--- src/rtl/calc_pkg.sv ---
// Shared constants, state encoding and small helpers for the calculator entry block.
package calc_pkg;

  localparam int DIGITS_DEF = 4;
  localparam int W_DEF      = 14;

  localparam logic [1:0] OP_ADD = 2'b00;
  localparam logic [1:0] OP_SUB = 2'b01;
  localparam logic [1:0] OP_MUL = 2'b10;
  localparam logic [1:0] OP_DIV = 2'b11;

  localparam logic [3:0] KEY_ADD = 4'd10;
  localparam logic [3:0] KEY_SUB = 4'd11;
  localparam logic [3:0] KEY_MUL = 4'd12;
  localparam logic [3:0] KEY_DIV = 4'd13;
  localparam logic [3:0] KEY_CLR = 4'd14;
  localparam logic [3:0] KEY_EQ  = 4'd15;

  typedef enum logic [2:0] {
    ENTER_A  = 3'd0,
    ENTER_B  = 3'd1,
    REQ      = 3'd2,
    WAIT_RES = 3'd3,
    DONE     = 3'd4
  } calc_state_t;

  // Map an operator key index onto the arithmetic unit's op code.
  function automatic logic [1:0] key_to_op(input logic [3:0] code);
    case (code)
      KEY_ADD: return OP_ADD;
      KEY_SUB: return OP_SUB;
      KEY_MUL: return OP_MUL;
      KEY_DIV: return OP_DIV;
      default: return OP_ADD;
    endcase
  endfunction

  function automatic logic is_op_key(input logic [3:0] code);
    return (code >= KEY_ADD) && (code <= KEY_DIV);
  endfunction

endpackage

--- src/rtl/calc_entry_key_event.sv ---
// Turns the debounced key level vector into single-cycle press events.
// An event fires only for a clean press: exactly one key down, coming from
// all keys up. Chords never fire and block events until every key is released.
module key_event (
  input  logic        clk,
  input  logic        rst,
  input  logic [15:0] key_vec,
  output logic        evt_valid,
  output logic        evt_is_digit,
  output logic [3:0]  evt_digit,
  output logic [3:0]  evt_code
);

  logic [15:0] key_prev;
  logic        one_hot;
  logic [3:0]  key_idx;

  assign one_hot = (key_vec != 16'd0) && ((key_vec & (key_vec - 16'd1)) == 16'd0);

  // Encode the index of the set bit (only meaningful when one_hot).
  always_comb begin
    key_idx = 4'd0;
    for (int i = 0; i < 16; i++) begin
      if (key_vec[i]) key_idx = 4'(i);
    end
  end

  // Register previous levels and the press event with its decoded key.
  always_ff @(posedge clk) begin
    if (rst) begin
      key_prev     <= 16'd0;
      evt_valid    <= 1'b0;
      evt_is_digit <= 1'b0;
      evt_digit    <= 4'd0;
      evt_code     <= 4'd0;
    end else begin
      key_prev     <= key_vec;
      evt_valid    <= one_hot && (key_prev == 16'd0);
      evt_is_digit <= (key_idx < 4'd10);
      evt_digit    <= key_idx;
      evt_code     <= key_idx;
    end
  end

endmodule

--- src/rtl/calc_entry.sv ---
// Calculator key-entry controller: builds operands from digit presses,
// latches the operator, hands the request to the arithmetic unit and
// drives the display value.
//
// Request handshake: calc_valid rises when the request is issued and stays
// high, with operand_a/operand_b/op held stable, until a cycle in which
// calc_ready is also high; that cycle is the transfer and calc_valid drops
// on the following edge. The result comes back later as a one-cycle
// result_valid pulse qualified by result_err.
module calc_entry
  import calc_pkg::*;
#(
  parameter int DIGITS = DIGITS_DEF,
  parameter int W      = W_DEF,
  parameter int MAXV   = 9999
) (
  input  logic           clk,
  input  logic           rst,
  input  logic [15:0]    key_vec,
  output logic           calc_valid,
  input  logic           calc_ready,
  output logic [W-1:0]   operand_a,
  output logic [W-1:0]   operand_b,
  output logic [1:0]     op,
  input  logic           result_valid,
  input  logic [2*W-1:0] result_in,
  input  logic           result_err,
  output logic [2*W-1:0] disp_value,
  output logic           disp_err,
  output logic           busy,
  output calc_state_t    state_dbg
);

  localparam int XW = W + 4;
  localparam int CW = $clog2(DIGITS + 1);

  logic          evt_valid;
  logic          evt_is_digit;
  logic [3:0]    evt_digit;
  logic [3:0]    evt_code;

  calc_state_t   state;
  logic [CW-1:0] a_cnt;
  logic [CW-1:0] b_cnt;

  logic          clr_evt;
  logic          op_evt;
  logic          eq_evt;
  logic [XW-1:0] a_ext;
  logic [XW-1:0] b_ext;
  logic [W-1:0]  a_next;
  logic [W-1:0]  b_next;
  logic [W-1:0]  sat_a;

  key_event u_key (
    .clk          (clk),
    .rst          (rst),
    .key_vec      (key_vec),
    .evt_valid    (evt_valid),
    .evt_is_digit (evt_is_digit),
    .evt_digit    (evt_digit),
    .evt_code     (evt_code)
  );

  assign clr_evt = evt_valid && (evt_code == KEY_CLR);
  assign op_evt  = evt_valid && is_op_key(evt_code);
  assign eq_evt  = evt_valid && (evt_code == KEY_EQ);

  // Decimal shift-in, computed wide enough that value*10+d cannot wrap.
  assign a_ext  = XW'(operand_a) * XW'(10) + XW'(evt_digit);
  assign b_ext  = XW'(operand_b) * XW'(10) + XW'(evt_digit);
  assign a_next = a_ext[W-1:0];
  assign b_next = b_ext[W-1:0];

  // Chained operand: the DONE-state display register holds the latched result;
  // clamp it into the range an operand can represent.
  always_comb begin
    sat_a = disp_value[W-1:0];
    if (disp_value[2*W-1]) begin
      sat_a = '0;
    end else if (disp_value > (2*W)'(MAXV)) begin
      sat_a = W'(MAXV);
    end
  end

  assign state_dbg = state;

  // Entry FSM with all outputs registered; clear acts like a reset.
  always_ff @(posedge clk) begin
    if (rst || clr_evt) begin
      state      <= ENTER_A;
      operand_a  <= '0;
      operand_b  <= '0;
      a_cnt      <= '0;
      b_cnt      <= '0;
      op         <= OP_ADD;
      calc_valid <= 1'b0;
      busy       <= 1'b0;
      disp_value <= '0;
      disp_err   <= 1'b0;
    end else begin
      case (state)
        ENTER_A: begin
          if (evt_valid && evt_is_digit) begin
            if (a_cnt < CW'(DIGITS)) begin
              operand_a  <= a_next;
              a_cnt      <= a_cnt + 1'b1;
              disp_value <= {{W{1'b0}}, a_next};
            end
          end else if (op_evt) begin
            op        <= key_to_op(evt_code);
            operand_b <= '0;
            b_cnt     <= '0;
            state     <= ENTER_B;
          end
        end

        ENTER_B: begin
          if (evt_valid && evt_is_digit) begin
            if (b_cnt < CW'(DIGITS)) begin
              operand_b  <= b_next;
              b_cnt      <= b_cnt + 1'b1;
              disp_value <= {{W{1'b0}}, b_next};
            end
          end else if (op_evt) begin
            op <= key_to_op(evt_code);
          end else if (eq_evt) begin
            state      <= REQ;
            calc_valid <= 1'b1;
            busy       <= 1'b1;
          end
        end

        REQ: begin
          if (calc_valid && calc_ready) begin
            state      <= WAIT_RES;
            calc_valid <= 1'b0;
          end
        end

        WAIT_RES: begin
          if (result_valid) begin
            disp_value <= result_in;
            disp_err   <= result_err;
            busy       <= 1'b0;
            state      <= DONE;
          end
        end

        DONE: begin
          if (evt_valid && evt_is_digit) begin
            operand_a  <= W'(evt_digit);
            a_cnt      <= CW'(1);
            disp_value <= {{(2*W-4){1'b0}}, evt_digit};
            disp_err   <= 1'b0;
            state      <= ENTER_A;
          end else if (op_evt && !disp_err) begin
            operand_a  <= sat_a;
            a_cnt      <= CW'(DIGITS);
            op         <= key_to_op(evt_code);
            operand_b  <= '0;
            b_cnt      <= '0;
            disp_value <= {{W{1'b0}}, sat_a};
            state      <= ENTER_B;
          end
        end

        default: state <= ENTER_A;
      endcase
    end
  end

endmodule
--- config.mk ---
export PLATFORM = sky130hd
export DESIGN_NAME = calc_entry
export DESIGN_NICKNAME = d
export VERILOG_FILES = /design/src/rtl/calc_pkg.sv /design/src/rtl/calc_entry_key_event.sv /design/src/rtl/calc_entry.sv
export SDC_FILE = /design/constraint.sdc
export NUM_CORES = 1
export LEC_CHECK = 0
export ABC_AREA = 1
export CORE_MARGIN = 10
export CORE_UTILIZATION = 46
export CTS_CLUSTER_SIZE = 14
export DETAILED_ROUTE_END_ITERATION = 16
export DONT_BUFFER_PORTS = 1
export PLACE_DENSITY_LB_ADDON = 0.25
export SLEW_MARGIN = 25
export SYNTH_ARGS = -nofsm -noshare
export SYNTH_HDL_FRONTEND = slang
export SYNTH_SLANG_ARGS = --single-unit
--- constraint.sdc ---
create_clock -name clk -period 8.2 [get_ports clk]
set_clock_uncertainty 0.1 [all_clocks]
set_input_delay 1.23 -clock clk [delete_from_list [all_inputs] [get_ports clk]]
set_output_delay 1.23 -clock clk [all_outputs]
set_load 0.01 [all_outputs]
==> impl_metrics.csv <==
group,metric,value,unit
routing,drc,0,
yosys,avgSynthCellArea,6.67,µm²
die,io_pins,113,
global_route,overflow,0,
global_route,track_usage,0.186,
global_route,antenna_found_initial,0,
worst_setup_path,cp-end-kind,"register",
timing,worst_pin_slew,0.730,ns
power,powerDensity,404,nW/µm²
power,total_power,2.64,mW
timing,hold_viol,0,
power,intPower,1.31,mW
yosys,synth_seq_cells,92,
timing,rsz0062_at_grt,"no",
worst_hold_path,hp-start,"b_cnt[2]",
placement,gp_congestion,0.884,
yosys,synthDistinctLibCells,48,
yosys,ys_warn_count,0,
die,die_x,135,µm
worst_setup_path,start_kind,"register",
yosys,synth_ff_type,"dfxtp_1",
worst_setup_path,startpoint,"operand_b[1]",
worst_setup_path,worstSetupPathType,"register to register",
power,p_switching,1.33,mW
yosys,synthArstFlopShare,0,
timing,timing.fmax,0.321,GHz
timing,finalSetupViolCount,0,
timing,maxSlewViolCount,0,
run,maxCapViolCount,0,
yosys,synth.largest_area_cell,"dfxtp_1",
cts,postCtsSetupBuffers,0,
timing,tns,0,ns
layout,fin_area,6540,µm²
cts,clk_latency,0.35,ns
cts,cts_sinks,92,
power,peakVddDrop,0.000145,V
layout,antenna_cells,0,
yosys,synth_area_leaders,"dfxtp_1, nand2_1, ha_1",
routing,wl,17100,µm
global_route,grt_pass1_wl,27900,µm
layout,area_growth,7.11,%
power,netSwitchingFraction,0.504,
cts,numCtsBuffers,9,
timing,final.min_clock_period,3.12,ns
layout,postLayoutCoreUtil,0.498,
layout,drive_gt1_frac,0.0550,
die,rows,42,
worst_setup_path,crit_fanout,5,
worst_hold_path,hold_class,"register to register",
die,initial_core_util,0.465,
cts,clockBufferDepth,2,
yosys,synth_cells,916,
power,combPwrFrac,0.516,
placement,place_hpwl,13500,µm
cts,cts_root_buffer,"clkbuf_16",
status,status,"complete, no violations",
yosys,synth-edff-count,0,
placement,placed_area,6220,µm²
yosys,yosysSeqAreaShare,0.302,
yosys,synth.top_cell.area_share,0.302,
cts,cts_tree,"done",
power,p_leak,3.08,nW
power,p_seq_frac,0.328,
yosys,synth.most_common_cell,"nand2_1",
worst_setup_path,rr_startpoint,"operand_b[1]",
cts,cts_hold_buf,0,
placement,placement.io_buffers,0,
layout,nets,1003,
die,fp.coreArea,13100,µm²
routing,drt_iter0_markers,370,
global_route,grt_max_degree,48,
routing,dr.pass1.iters,5,
routing,vias,5829,
timing,max-slew-margin-rel,0.513,
die,die_h,135,µm
yosys,synth_commonest_cells,"nand2_1, inv_1, nor2_1",
timing,finalCritPeriodShare,0.380,
yosys,synth_area,6110,µm²
layout,nFillCells,1380,
worst_setup_path,r2r_cells,16,
routing,ant_nets,0,
power,clkPwrFrac,0.156,
worst_setup_path,crit_required,8.34,ns
global_route,first_global_vias,5546,
routing,vias_per_cell,5.37,
cts,clkTransAtPathRegs,0.07,ns
cts,cts_resized,0,
routing,wire_per_inst,15.8,µm
worst_setup_path,crit_arrival,3.25,ns
yosys,synth_nets,1015,
die,die_area,18300,µm²
cts,htreeDepth,3,
worst_hold_path,holdPathStages,2,
-- placed cells by master (no fill, tap or decap), types with 6 or more instances in the layout --
master,count
nand2_1,184
inv_1,125
nor2_1,106
dfxtp_1,92
a21oi_1,79
nand3_1,69
o21ai_0,61
ha_1,46
nand4_1,12
nor2_2,9
a31oi_1,9
a211oi_1,9
clkbuf_16,9
nor3_1,8
xnor2_1,8
inv_2,6
o21ai_1,6
o211ai_1,6
-- cell type report --
cell class | count | area [µm²] | area share
Tap cell | 176 | 220 | 0.0337
Clock buffer | 12 | 267 | 0.0407
Sequential cell | 92 | 1840 | 0.282
Multi-Input combinational cell | 668 | 3660 | 0.559
Inverter | 131 | 492 | 0.0752
Timing Repair Buffer | 2 | 35.0 | 0.00535
Clock inverter | 4 | 31.3 | 0.00478
-- layer usage --
layer  vias up  GRT usage  share of wire
li1       3006          -              -
met1      2658      0.226           0.43
met2       143      0.311           0.48
met3        22     0.0590          0.072
met4         0     0.0490          0.018
met5         -          0              0
-- through the flow --
| stage | hold slack [ns] | instances | worst slack, ns |
|---|---|---|---|
| after floorplan | 0.336 | 916 | 5.49 |
| after global placement | 0.359 | 1068 | 4.96 |
| after detailed placement | 0.380 | 1068 | 4.97 |
| after CTS | 0.390 | 1084 | 5.07 |
| after global routing | 0.399 | 1085 | 4.69 |
| final | 0.382 | 1085 | 5.08 |
-- power groups by stage --
| stage | clock network [mW] | logic (mW) | registers (mW) |
|---|---|---|---|
| after global placement | 0 | 1.34 | 0.884 |
| after detailed placement | 0 | 1.35 | 0.886 |
| final | 0.411 | 1.36 | 0.866 |
| after CTS | 0.419 | 1.36 | 0.876 |
| after global routing | 0.439 | 1.59 | 0.895 |
| after floorplan | 0 | 1.11 | 0.789 |
-- critical path: stages (launching register included) --
cell and delay (ns):
dfxtp_1 0.50, ha_1 0.30, ha_1 0.24, fa_1 0.53, nand2_1 0.06, inv_1 0.07
nand4_1 0.07, nand2_1 0.07, inv_1 0.04, nor2_1 0.15, nand3_1 0.15, nor2_1 0.21
nor2_1 0.05, o21ai_0 0.17, nand3_1 0.12, nor2_1 0.13, nor2_1 0.05
-- final timing paths --
path | slack (ns) | to
worst max register to register | 5.08 | disp_value[10]
worst max-delay path | 5.08 | disp_value[10]
worst min register to register | 0.38 | b_cnt[2]
worst min-delay path | 0.38 | b_cnt[2]
-- cell families after synthesis --
logic type,synth area share
and+or+nand+nor,0.288
AOI/OAI and AO/OA,0.182
buffers and inverters,0.102
DFF,0.302
adders and majority gates,0.107
xor gates and xnor gates,0.0186
-- sequential cells by signal (all words and copies together) (netlist names), 3 cells and up --
name	flops
state_dbg	3
b_cnt	3
disp_value	28
operand_a	14
u_key.key_prev	16
u_key.evt_code	4
a_cnt	3
operand_b	14
Note: power is estimated with default switching activity, not from simulation.
